## src/rtl/wb_arbiter_if.sv

```systemverilog
// Writeback bus between the functional units and the CDB arbiter.
// Each rob_wb_t is packed as {rob_idx[4:0], valid, dest[5:0], result[31:0]}.
interface wb_arbiter_if #(
  parameter int NUM_FU       = 4,
  parameter int ROB_WB_WIDTH = 44,
  parameter int REG_WB_WIDTH = 40
);
  logic [NUM_FU*ROB_WB_WIDTH-1:0] fu_rob_i;
  logic                           mispredict_i;
  logic [ROB_WB_WIDTH-1:0]        cdb_rob_o;
  logic [REG_WB_WIDTH-1:0]        cdb_reg_o;
  logic [NUM_FU-1:0]              fu_full_o;
  logic                           overflow_o;

  modport master (
    output fu_rob_i, mispredict_i,
    input  cdb_rob_o, cdb_reg_o, fu_full_o, overflow_o
  );

  modport slave (
    input  fu_rob_i, mispredict_i,
    output cdb_rob_o, cdb_reg_o, fu_full_o, overflow_o
  );
endinterface

```

## src/rtl/wb_arbiter.sv

```systemverilog
// FU writeback collector: per-FU FIFOs, round-robin grant of one packet per cycle onto the CDB.
// Optional WB_BYPASS_EN: an empty granted FIFO forwards its live input straight to the output.
module wb_arbiter #(
  parameter int NUM_FU     = 4,
  parameter int FIFO_DEPTH = 4
) (
  input  logic       clk_i,
  input  logic       reset_i,
  wb_arbiter_if.slave bus
);
  localparam int ROB_WB_WIDTH = 44;
  localparam int CDB_W        = 39;
  localparam int VALID_BIT    = 38;
  localparam int PTR_W        = $clog2(FIFO_DEPTH);
  localparam int CNT_W        = PTR_W + 1;
  localparam int RR_W         = $clog2(NUM_FU);
  localparam logic [CNT_W-1:0] FULL_CNT = CNT_W'(FIFO_DEPTH);

  logic [ROB_WB_WIDTH-1:0] in_pkt_p0 [NUM_FU];
  logic [NUM_FU-1:0]       in_vld_p0;
  logic [NUM_FU-1:0]       cand_p0;
  logic [NUM_FU-1:0]       push_p0;
  logic [NUM_FU-1:0]       pop_p0;
  logic [NUM_FU-1:0]       drop_p0;
  logic [NUM_FU-1:0]       full_p0;

  logic [ROB_WB_WIDTH-1:0] fifo_mem [NUM_FU][FIFO_DEPTH];
  logic [PTR_W-1:0]        wr_ptr [NUM_FU];
  logic [PTR_W-1:0]        rd_ptr [NUM_FU];
  logic [CNT_W-1:0]        count  [NUM_FU];

  logic [RR_W-1:0]         rr_ptr;
  logic [RR_W-1:0]         gnt_idx_p0;
  logic                    gnt_vld_p0;
  logic                    bypass_p0;
  logic [ROB_WB_WIDTH-1:0] gnt_pkt_p0;
  logic [ROB_WB_WIDTH-1:0] cdb_p1;
  logic                    overflow_q;

  // Stage p0: unpack inputs, pick a candidate, decide pushes/pops
  always_comb begin
    for (int k = 0; k < NUM_FU; k++) begin
      in_pkt_p0[k] = bus.fu_rob_i[k*ROB_WB_WIDTH +: ROB_WB_WIDTH];
      in_vld_p0[k] = in_pkt_p0[k][VALID_BIT];
      full_p0[k]   = (count[k] == FULL_CNT);
`ifdef WB_BYPASS_EN
      cand_p0[k]   = (count[k] != '0) || in_vld_p0[k];
`else
      cand_p0[k]   = (count[k] != '0);
`endif
    end
  end

  always_comb begin
    logic [RR_W:0]   sum;
    logic [RR_W-1:0] idx;
    gnt_vld_p0 = 1'b0;
    gnt_idx_p0 = '0;
    sum        = '0;
    idx        = '0;
    for (int i = 0; i < NUM_FU; i++) begin
      sum = {1'b0, rr_ptr} + (RR_W+1)'(i);
      if (sum >= (RR_W+1)'(NUM_FU)) sum = sum - (RR_W+1)'(NUM_FU);
      idx = sum[RR_W-1:0];
      if (!gnt_vld_p0 && cand_p0[idx]) begin
        gnt_vld_p0 = 1'b1;
        gnt_idx_p0 = idx;
      end
    end
  end

  // The FIFO head always wins over its own input; the input only bypasses an empty FIFO
  always_comb begin
`ifdef WB_BYPASS_EN
    bypass_p0  = gnt_vld_p0 && (count[gnt_idx_p0] == '0);
    gnt_pkt_p0 = bypass_p0 ? in_pkt_p0[gnt_idx_p0]
                           : fifo_mem[gnt_idx_p0][rd_ptr[gnt_idx_p0]];
`else
    bypass_p0  = 1'b0;
    gnt_pkt_p0 = fifo_mem[gnt_idx_p0][rd_ptr[gnt_idx_p0]];
`endif
  end

  always_comb begin
    logic sel;
    logic accept;
    sel    = 1'b0;
    accept = 1'b0;
    for (int k = 0; k < NUM_FU; k++) begin
      sel        = gnt_vld_p0 && (gnt_idx_p0 == RR_W'(k));
      pop_p0[k]  = sel && (count[k] != '0) && !bus.mispredict_i;
      accept     = in_vld_p0[k] && !bus.mispredict_i && !(sel && bypass_p0);
      push_p0[k] = accept && (!full_p0[k] || pop_p0[k]);
      drop_p0[k] = accept && full_p0[k] && !pop_p0[k];
    end
  end

  // Stage p0 -> p1: FIFO state, round-robin pointer, output register
  always_ff @(posedge clk_i or posedge reset_i) begin
    if (reset_i) begin
      for (int k = 0; k < NUM_FU; k++) begin
        wr_ptr[k] <= '0;
        rd_ptr[k] <= '0;
        count[k]  <= '0;
      end
    end else if (bus.mispredict_i) begin
      for (int k = 0; k < NUM_FU; k++) begin
        wr_ptr[k] <= '0;
        rd_ptr[k] <= '0;
        count[k]  <= '0;
      end
    end else begin
      for (int k = 0; k < NUM_FU; k++) begin
        if (push_p0[k]) wr_ptr[k] <= wr_ptr[k] + 1'b1;
        if (pop_p0[k])  rd_ptr[k] <= rd_ptr[k] + 1'b1;
        count[k] <= count[k] + {{(CNT_W-1){1'b0}}, push_p0[k]}
                             - {{(CNT_W-1){1'b0}}, pop_p0[k]};
      end
    end
  end

  always_ff @(posedge clk_i) begin
    for (int k = 0; k < NUM_FU; k++) begin
      if (push_p0[k]) fifo_mem[k][wr_ptr[k]] <= in_pkt_p0[k];
    end
  end

  always_ff @(posedge clk_i or posedge reset_i) begin
    if (reset_i) begin
      rr_ptr     <= '0;
      cdb_p1     <= '0;
      overflow_q <= 1'b0;
    end else begin
      if (|drop_p0) overflow_q <= 1'b1;
      if (bus.mispredict_i || !gnt_vld_p0) begin
        cdb_p1 <= '0;
      end else begin
        cdb_p1 <= gnt_pkt_p0;
        rr_ptr <= (gnt_idx_p0 == RR_W'(NUM_FU-1)) ? '0 : gnt_idx_p0 + 1'b1;
      end
    end
  end

  // Stage p1: drive the CDB toward ROB and register file
  assign bus.cdb_rob_o  = cdb_p1;
  assign bus.cdb_reg_o  = {cdb_p1[VALID_BIT], cdb_p1[CDB_W-1:0]};
  assign bus.fu_full_o  = full_p0;
  assign bus.overflow_o = overflow_q;
endmodule

```

## src/flat_wrapper.sv

```systemverilog
// flat-port wrapper written by rule: the top's interface ports become plain ports
module wb_arbiter_flat 
#(
  parameter int NUM_FU     = 4,
  parameter int FIFO_DEPTH = 4
)
  (clk_i, reset_i, bus_fu_rob_i, bus_mispredict_i, bus_cdb_rob_o, bus_cdb_reg_o, bus_fu_full_o, bus_overflow_o);
  wb_arbiter_if #(.NUM_FU(NUM_FU)) bus_i ();
  input  logic clk_i;
  input  logic reset_i;
  input wire logic [$bits(bus_i.fu_rob_i)-1:0] bus_fu_rob_i;
  input wire logic [$bits(bus_i.mispredict_i)-1:0] bus_mispredict_i;
  output wire logic [$bits(bus_i.cdb_rob_o)-1:0] bus_cdb_rob_o;
  output wire logic [$bits(bus_i.cdb_reg_o)-1:0] bus_cdb_reg_o;
  output wire logic [$bits(bus_i.fu_full_o)-1:0] bus_fu_full_o;
  output wire logic [$bits(bus_i.overflow_o)-1:0] bus_overflow_o;
  assign bus_i.fu_rob_i = bus_fu_rob_i;
  assign bus_i.mispredict_i = bus_mispredict_i;
  assign bus_cdb_rob_o = bus_i.cdb_rob_o;
  assign bus_cdb_reg_o = bus_i.cdb_reg_o;
  assign bus_fu_full_o = bus_i.fu_full_o;
  assign bus_overflow_o = bus_i.overflow_o;
  wb_arbiter #(.NUM_FU(NUM_FU), .FIFO_DEPTH(FIFO_DEPTH)) u_core (.clk_i(clk_i), .reset_i(reset_i), .bus(bus_i));
endmodule
```

## config.mk

```make
export PLATFORM = sky130hd
export DESIGN_NAME = wb_arbiter_flat
export DESIGN_NICKNAME = d
export VERILOG_FILES = /design/src/rtl/wb_arbiter_if.sv /design/src/rtl/wb_arbiter.sv /design/src/flat_wrapper.sv
export SDC_FILE = /design/constraint.sdc
export NUM_CORES = 1
export LEC_CHECK = 0
export CORE_AREA = 3 3 231 233
export DETAILED_ROUTE_END_ITERATION = 10
export DIE_AREA = 0 0 234 236
export DONT_BUFFER_PORTS = 1
export PLACE_DENSITY_LB_ADDON = 0.1
export SLEW_MARGIN = 20
export SYNTH_ARGS = -nofsm -noshare
export SYNTH_HDL_FRONTEND = slang
export SYNTH_SLANG_ARGS = --single-unit
```

## constraint.sdc

```tcl
create_clock -name clk_i -period 14.2 [get_ports clk_i]
set_input_delay 2.13 -clock clk_i [delete_from_list [all_inputs] [get_ports clk_i]]
set_output_delay 2.13 -clock clk_i [all_outputs]
set_load 0.01 [all_outputs]
```

Word level (Yosys, flattened, before mapping)
Memory sizes are Yosys's and may differ from the RTL's.
Index checks and enable logic that the tools add are counted.
{ "word_totals": {"register_bits": 75, "latch_bits": 0, "ram_bits": 704, "rom_bits": 0, "in_bits": 179, "output_inout_bits": 89, "word_cells": 193, "mem_count": 1} }
{ "mem_list": {"columns": ["name", "words", "word_bits", "read_ports", "rd_ports_with_merged_regs", "write_ports", "line", "text"], "rows": [
  ["u_core.fifo_mem", 4, 176, 1, 0, 4, "wb_arbiter.sv:27", "logic [ROB_WB_WIDTH-1:0] fifo_mem [NUM_FU][FIFO_DEPTH];"]
]} }
{ "classes": {"addsub": 24, "mul": 0, "div": 0, "magnitude_cmp": 18, "eq_ne": 7, "shifts": 0, "n_mux": 55, "n_bitwise": 6, "n_reduce_logical": 67} }
{ "op_table": {"columns": ["operator", "count"], "rows": [
  ["176-bit 2-to-1 mux", 4],
  ["44-bit demux with 2-bit select", 4],
  ["44-bit 2-to-1 mux", 7],
  ["44-bit binary-select mux with 2-bit select", 1],
  ["2-bit 2-to-1 mux", 19],
  ["1-bit logical AND", 35],
  ["3-bit greater-or-equal comparator (second input constant)", 9],
  ["2-bit by 1-bit adder with 2-bit output (second input constant)", 9],
  ["2-bit inverter with 3-bit output", 6],
  ["8-bit 2-to-1 mux", 2],
  ["2-bit nonzero test", 8],
  ["1-bit zero test", 13],
  ["3-bit by 1-bit adder with 3-bit output", 4],
  ["3-bit == test (second input constant)", 4],
  ["2-bit by 3-bit < comparator with 1-bit output (second input constant)", 4],
  ["3-bit by 1-bit < comparator with 1-bit output (second input constant)", 4],
  ["1-bit 2-to-1 mux", 12],
  ["12-bit 2-to-1 mux", 1],
  ["3-bit nonzero test", 4],
  ["3-bit by 1-bit subtractor with 3-bit output", 4],
  ["1-bit binary-select mux with 2-bit select", 4],
  ["2-bit by 1-bit subtractor with 2-bit output (second input constant)", 4],
  ["2-bit by 2-bit adder with 3-bit output (second input constant)", 2],
  ["1-bit logical OR", 5],
  ["other kinds (7)", 8]
]} }

Logic depth before layout (Yosys ltp)
{ "logic_depth": {"word_depth": 23, "ltp_mapped": 17, "depth_no_buf": 13} }

Worst setup path before layout
No wires, ideal clock.
{ "synth_timing": {"path_kind": "register to register", "start": "register u_core.count[10] in the netlist's numbering", "end": "memory u_core.fifo_mem[3][0] in the netlist's numbering (enable)", "t_arrival_ns": 4.093, "path_slack_ns": 9.702, "stages_incl_launch_ff": 14, "path_buffers": 3, "path_cell_list": "dfrtp_1 > or3_1 > a211o_1 > a21bo_2 > inv_1 > clkbuf_1 > clkbuf_1 > clkbuf_1 > ha_1 > nand2_1 > o21ai_0 > nand2_1 > nor2_1 > and2_1"} }
{ "synth_rtl": {"columns": ["element", "line", "text"], "rows": [
  ["start: declaration", "wb_arbiter.sv:30", "logic [CNT_W-1:0] count [NUM_FU];"],
  ["start signal: indexed assignment", "wb_arbiter.sv:116", "count[k] <= count[k] + {{(CNT_W-1){1'b0}}, push_p0[k]}"],
  ["end: declaration", "wb_arbiter.sv:27", null]
]} }

Final worst setup path
{ "layout_timing": {"start": "register u_core.rr_ptr[1]", "end": "register u_core.cdb_p1[14], in the netlist u_core.bus.cdb_rob_o[14]"} }
{ "layout_via": {"elab_chain_cells": 23, "word_cells_on_any_way": 49, "cone_classes": "7 x add/sub; 4 x order compare; 27 x mux; 2 x bitwise; 8 x reduce/logical; 1 x memory"} }
{ "layout_lines": {"columns": ["element", "line", "text"], "rows": [
  ["start: declaration", "wb_arbiter.sv:32", "logic [RR_W-1:0] rr_ptr;"],
  ["start signal: assignment", "wb_arbiter.sv:139", "rr_ptr <= (gnt_idx_p0 == RR_W'(NUM_FU-1)) ? '0 : gnt_idx_p0 + 1'b1;"],
  ["parallel branches: the longest is 22 deep, another holds 2-bit by 1-bit adder with 3-bit output", null, null],
  ["44-bit 2-to-1 mux (*)", "wb_arbiter.sv:135", "if (bus.mispredict_i || !gnt_vld_p0) begin"],
  ["end signal: assignment", "wb_arbiter.sv:138", "cdb_p1 <= gnt_pkt_p0;"],
  ["end: declaration", "wb_arbiter.sv:37", "logic [ROB_WB_WIDTH-1:0] cdb_p1;"]
]} }
Mark *: on every way between the ends. The select of a mux whose other input is x is not followed.
A chain may end at the register's enable or synchronous reset.

==> out/results.txt <==
The run finished with clean final reports. Hold-critical path depth: 2. After the last flow step, the layout net total stands at 2210. On the critical path, the stage with the largest delay is an instance of sky130_fd_sc_hd__mux4_4. Synthesis instantiated 43 different standard cells from the library. The final number of hold-violating endpoints came out at 0. Counting flops with a built-in enable in the synthesized netlist gives 704. The tools report the peak ir drop on the vdd network as 0.2429 mV.

The starting density of the core was 0.6006. Yosys printed 0 warnings. Between clock sinks in the finished design, the worst skew comes to 20.94 ps.

The clock-pin slew of the registers on the worst-case setup and hold paths was 60 ps. Detailed routing placed a total of 36710 um of wire on met2. The run gives 3 as the number of buffers between clock root and the deepest sink. For this design, the CTS-stage hold fixing added 0 buffers. The run gives 55220 um2 as the area of the die. Highest net fanout along the worst path: 203. The class of the tightest hold or removal check is reg -> reg. The run gives 0.7455 as the share of synthesized area occupied by flip-flops and latches. Relative to the synthesized area, the layout overhead comes to 8.567%.

For the flop-to-flop setup slack, the log shows 7740 ps. The fraction of layout instances using a drive strength above 1 came out at 0.09855. The share of Yosys cell area claimed by the top area cell type works out to 0.6847. For the total core area, the log shows 51410 um2. In this run the count of I/O pins placed on the die edge is 268.

Power spread over the standard cell area amounts to 266.9 nW/um2. The signal on the critical path passes through or4_1 -> o22ai_1 -> a211o_4 -> clkinv_8 -> mux4_4 -> buf_4 -> buf_4 -> a221oi_1 -> a21oi_1 -> o22ai_1. The detailed router put a total of 30640 um of wire on met1.

The die is 236 um tall. The number of gates resized after CTS was 0. The total clock buffers created by CTS came out at 78. The H-tree generated during clock tree synthesis spans 3 levels. The quantity of I/O buffers inserted on ports is 0. The launching point of the worst reg2reg path was u_core.rr_ptr[1]. The tools report the setup TNS after final layout as 0 ps. The pin count of the biggest net entering global routing was 204. The run gives 11.40 nW as the static power due to leakage. The worst setup timing slack at the placement stage is 7798 ps.

The mean area per synthesized cell is 14.82 um2, and the shortest clock period the worst path allows after layout is 6464 ps. The depth of the worst register-to-register path was 10. In the routed design, unresolved DRC markers number 0.

Counting flops and latches in the post-synthesis netlist gives 779. The initialized floorplan defines 83 standard-cell rows. By count the netlist is led by sky130_fd_sc_hd__edfxtp_1 (704), sky130_fd_sc_hd__nand2_1 (364), sky130_fd_sc_hd__a21oi_1 (274). For the data required time at the worst endpoint, the log shows 14650 ps. 0 antenna diodes ended up in the layout.

Number of global-route vias before repair: 17530. The run gives 7736 ps as the final setup slack of the worst path. The final antenna-violating net count is 0, and the final critical-path share of the clock period is 0.4552. The worst slew slack as a fraction of its limit was 0.3008. The total area of multi-input combinational cells was 6943 um2. The logs give 0 for the number of violations of the max-capacitance limit and 0 for the max-slew violation count. The endpoint type of the worst setup path was a flop. The run gives 30880 um2 as the post-synthesis instance area. Fraction of registers with async set/reset: 0.09628. Setup violations remaining at the end of the flow were counted as 0. The layout has 3635 filler cells.

Data on the critical path arrives at its endpoint at 6910 ps. The initial antenna violation count is 0. CTS placed an instance of sky130_fd_sc_hd__clkbuf_16 at the clock tree root. The routed length per instance was 27.75 um. For the worst-skew pair later-pin latency, the log shows 630 ps. Setup repair after global routing left no endpoint under its margin. For this run, the slowest stage of the critical path takes 1100 ps.

STA classifies the critical path startpoint as a flop. In the post-synthesis netlist, the cell with the most instances is sky130_fd_sc_hd__edfxtp_1. The critical path contains buffers and inverters numbering 3 combined.

The first TritonRoute pass finished after 6 iterations. In this run the most critical hold path is launched from u_core.rd_ptr[1]. At the pin with the least slew margin, the transition time is 1049 ps. Synthesis produced a netlist whose cell count is 2083. Signal routing reaches up to met4. The endpoint with the worst hold slack is u_core.rd_ptr[1].

The post-DP HPWL was 41580 um; the length of routed met3 wiring was 7293 um. The total overflow reported by the global router is 0. TritonCTS built the clock tree.

The global-route wire length before repair is 112400 um, and the global placement routability congestion is 0.8140. Leading register cell type out of synthesis: sky130_fd_sc_hd__edfxtp_1. The endpoint identified for the worst register-to-register timing path is u_core.bus.cdb_rob_o[14].

When the netlist entered floorplanning its net count stood at 2287. The tools report the fmax as 154.7 MHz. After clock tree synthesis, the setup repair step added 0 buffers.

The clock sink count came out at 779. The type of the worst setup path is reg -> reg. The detail-routed via count per cell was 6.454; the total routing usage reported by global routing was 0.2757.

The number of design-rule violations left by the first detailed-router iteration is 2023, and the total wire length after detailed routing is 76300 um. The largest total area in the synthesized netlist belongs to sky130_fd_sc_hd__edfxtp_1. The family with the most delay on the worst path is buffers and inverters.

Sorting the synthesized cells by area gives the leading types as sky130_fd_sc_hd__edfxtp_1 (68%), sky130_fd_sc_hd__dfrtp_1 (6.1%), sky130_fd_sc_hd__a21oi_1 (4.4%), sky130_fd_sc_hd__nand2_1 (4.4%), sky130_fd_sc_hd__mux2i_1 (3.0%). The tools report the total vias in the final route as 17750. The floorplan step set the die width to 234 um. The sequential standard cell area is 23020 um2.
report_power, final:
group | switching [mW] | internal [mW] | total [mW]
combinational | 2.68 | 1.46 | 4.14
sequential | 0.133 | 2.73 | 2.87
clock | 0.845 | 1.10 | 1.95
routing by layer:
metal  global-route usage  vias to the layer above
met4              0.07104                        0
met1               0.3848                     9032
li1                     -                     7772
met3              0.07174                      139
met5                    0                        -
met2               0.4373                      806
state kept, by name, summed over array words and instances, names as in the netlist:
signal	cells
u_core.count	12
u_core.bus.overflow_o	1
u_core.rd_ptr	8
u_core.wr_ptr	8
u_core.rr_ptr	2
u_core.bus.cdb_rob_o	44
u_core.fifo_mem	704
final cells by class:
class | instances | share of cell area
sequential | 779 | 0.6866
clock buffer | 107 | 0.06271
clock inverter | 37 | 0.009294
tap | 680 | 0.02538
multi-input combinational | 1100 | 0.2071
timing repair buffer | 25 | 0.005711
inverter | 22 | 0.003135
per-stage QoR:
stage	util	power [mW]	cell area [um2]	hold slack [ps]	cells
finish	0.6521	8.947	33520	562.0	2750
CTS	0.6520	8.949	33520	552.4	2750
global placement	0.6051	6.918	31100	517.3	2606
detailed placement	0.6051	6.994	31100	536.6	2606
floorplan	-	6.185	30880	499.4	2083
global route	0.6521	9.484	33520	581.5	2750
worst min-delay path, delay by kind of cell (launching register included):
kind	cells	cell delay, ps
simple gates	1	80
flops	1	370
xor+xnor	1	70
layout by cell type (no fill, tap or decap), types with 13 or more instances in the layout:
master,instances
sky130_fd_sc_hd__nand2_1,364
sky130_fd_sc_hd__dfrtp_1,75
sky130_fd_sc_hd__a221oi_2,50
sky130_fd_sc_hd__edfxtp_1,704
sky130_fd_sc_hd__ha_1,21
sky130_fd_sc_hd__clkinv_1,16
sky130_fd_sc_hd__mux2i_1,91
sky130_fd_sc_hd__clkbuf_16,79
sky130_fd_sc_hd__o22ai_1,46
sky130_fd_sc_hd__and2_2,14
sky130_fd_sc_hd__a32oi_1,88
sky130_fd_sc_hd__buf_4,24
sky130_fd_sc_hd__a21oi_1,274
sky130_fd_sc_hd__nor2_1,34
sky130_fd_sc_hd__inv_1,19
sky130_fd_sc_hd__xnor2_1,13
sky130_fd_sc_hd__clkbuf_1,26
sky130_fd_sc_hd__a221oi_1,38
logic make-up (layout without fill, tap and decap cells):
family | Yosys count | count (layout) | share of synthesized area
multiplexers | 93 | 93 | 0.03060
adder cells (fa/ha/maj) | 25 | 25 | 0.01110
XOR/XNOR | 19 | 19 | 0.005390
flip-flops | 779 | 779 | 0.7455
AND/OR/NAND/NOR | 448 | 448 | 0.05823
AO/OA/AOI/OAI | 515 | 515 | 0.1183
buffers and inverters | 204 | 191 | 0.03092
worst max-delay path by stage:
stage          cells after the start                  endpoint              from  slack (ps)
3_3_place_gp                      10  u_core.bus.cdb_rob_o[27]  u_core.rr_ptr[1]        7960
5_1_grt                           10  u_core.bus.cdb_rob_o[14]  u_core.rr_ptr[1]        7320
6_report                          10  u_core.bus.cdb_rob_o[14]  u_core.rr_ptr[1]        7740
2_1_floorplan                     13     u_core.fifo_mem[3][0]  u_core.count[10]        9700
3_5_place_dp                      10  u_core.bus.cdb_rob_o[14]  u_core.rr_ptr[1]        7800
4_1_cts                           10  u_core.bus.cdb_rob_o[14]  u_core.rr_ptr[1]        7760
(Power assumes the default switching activity.)
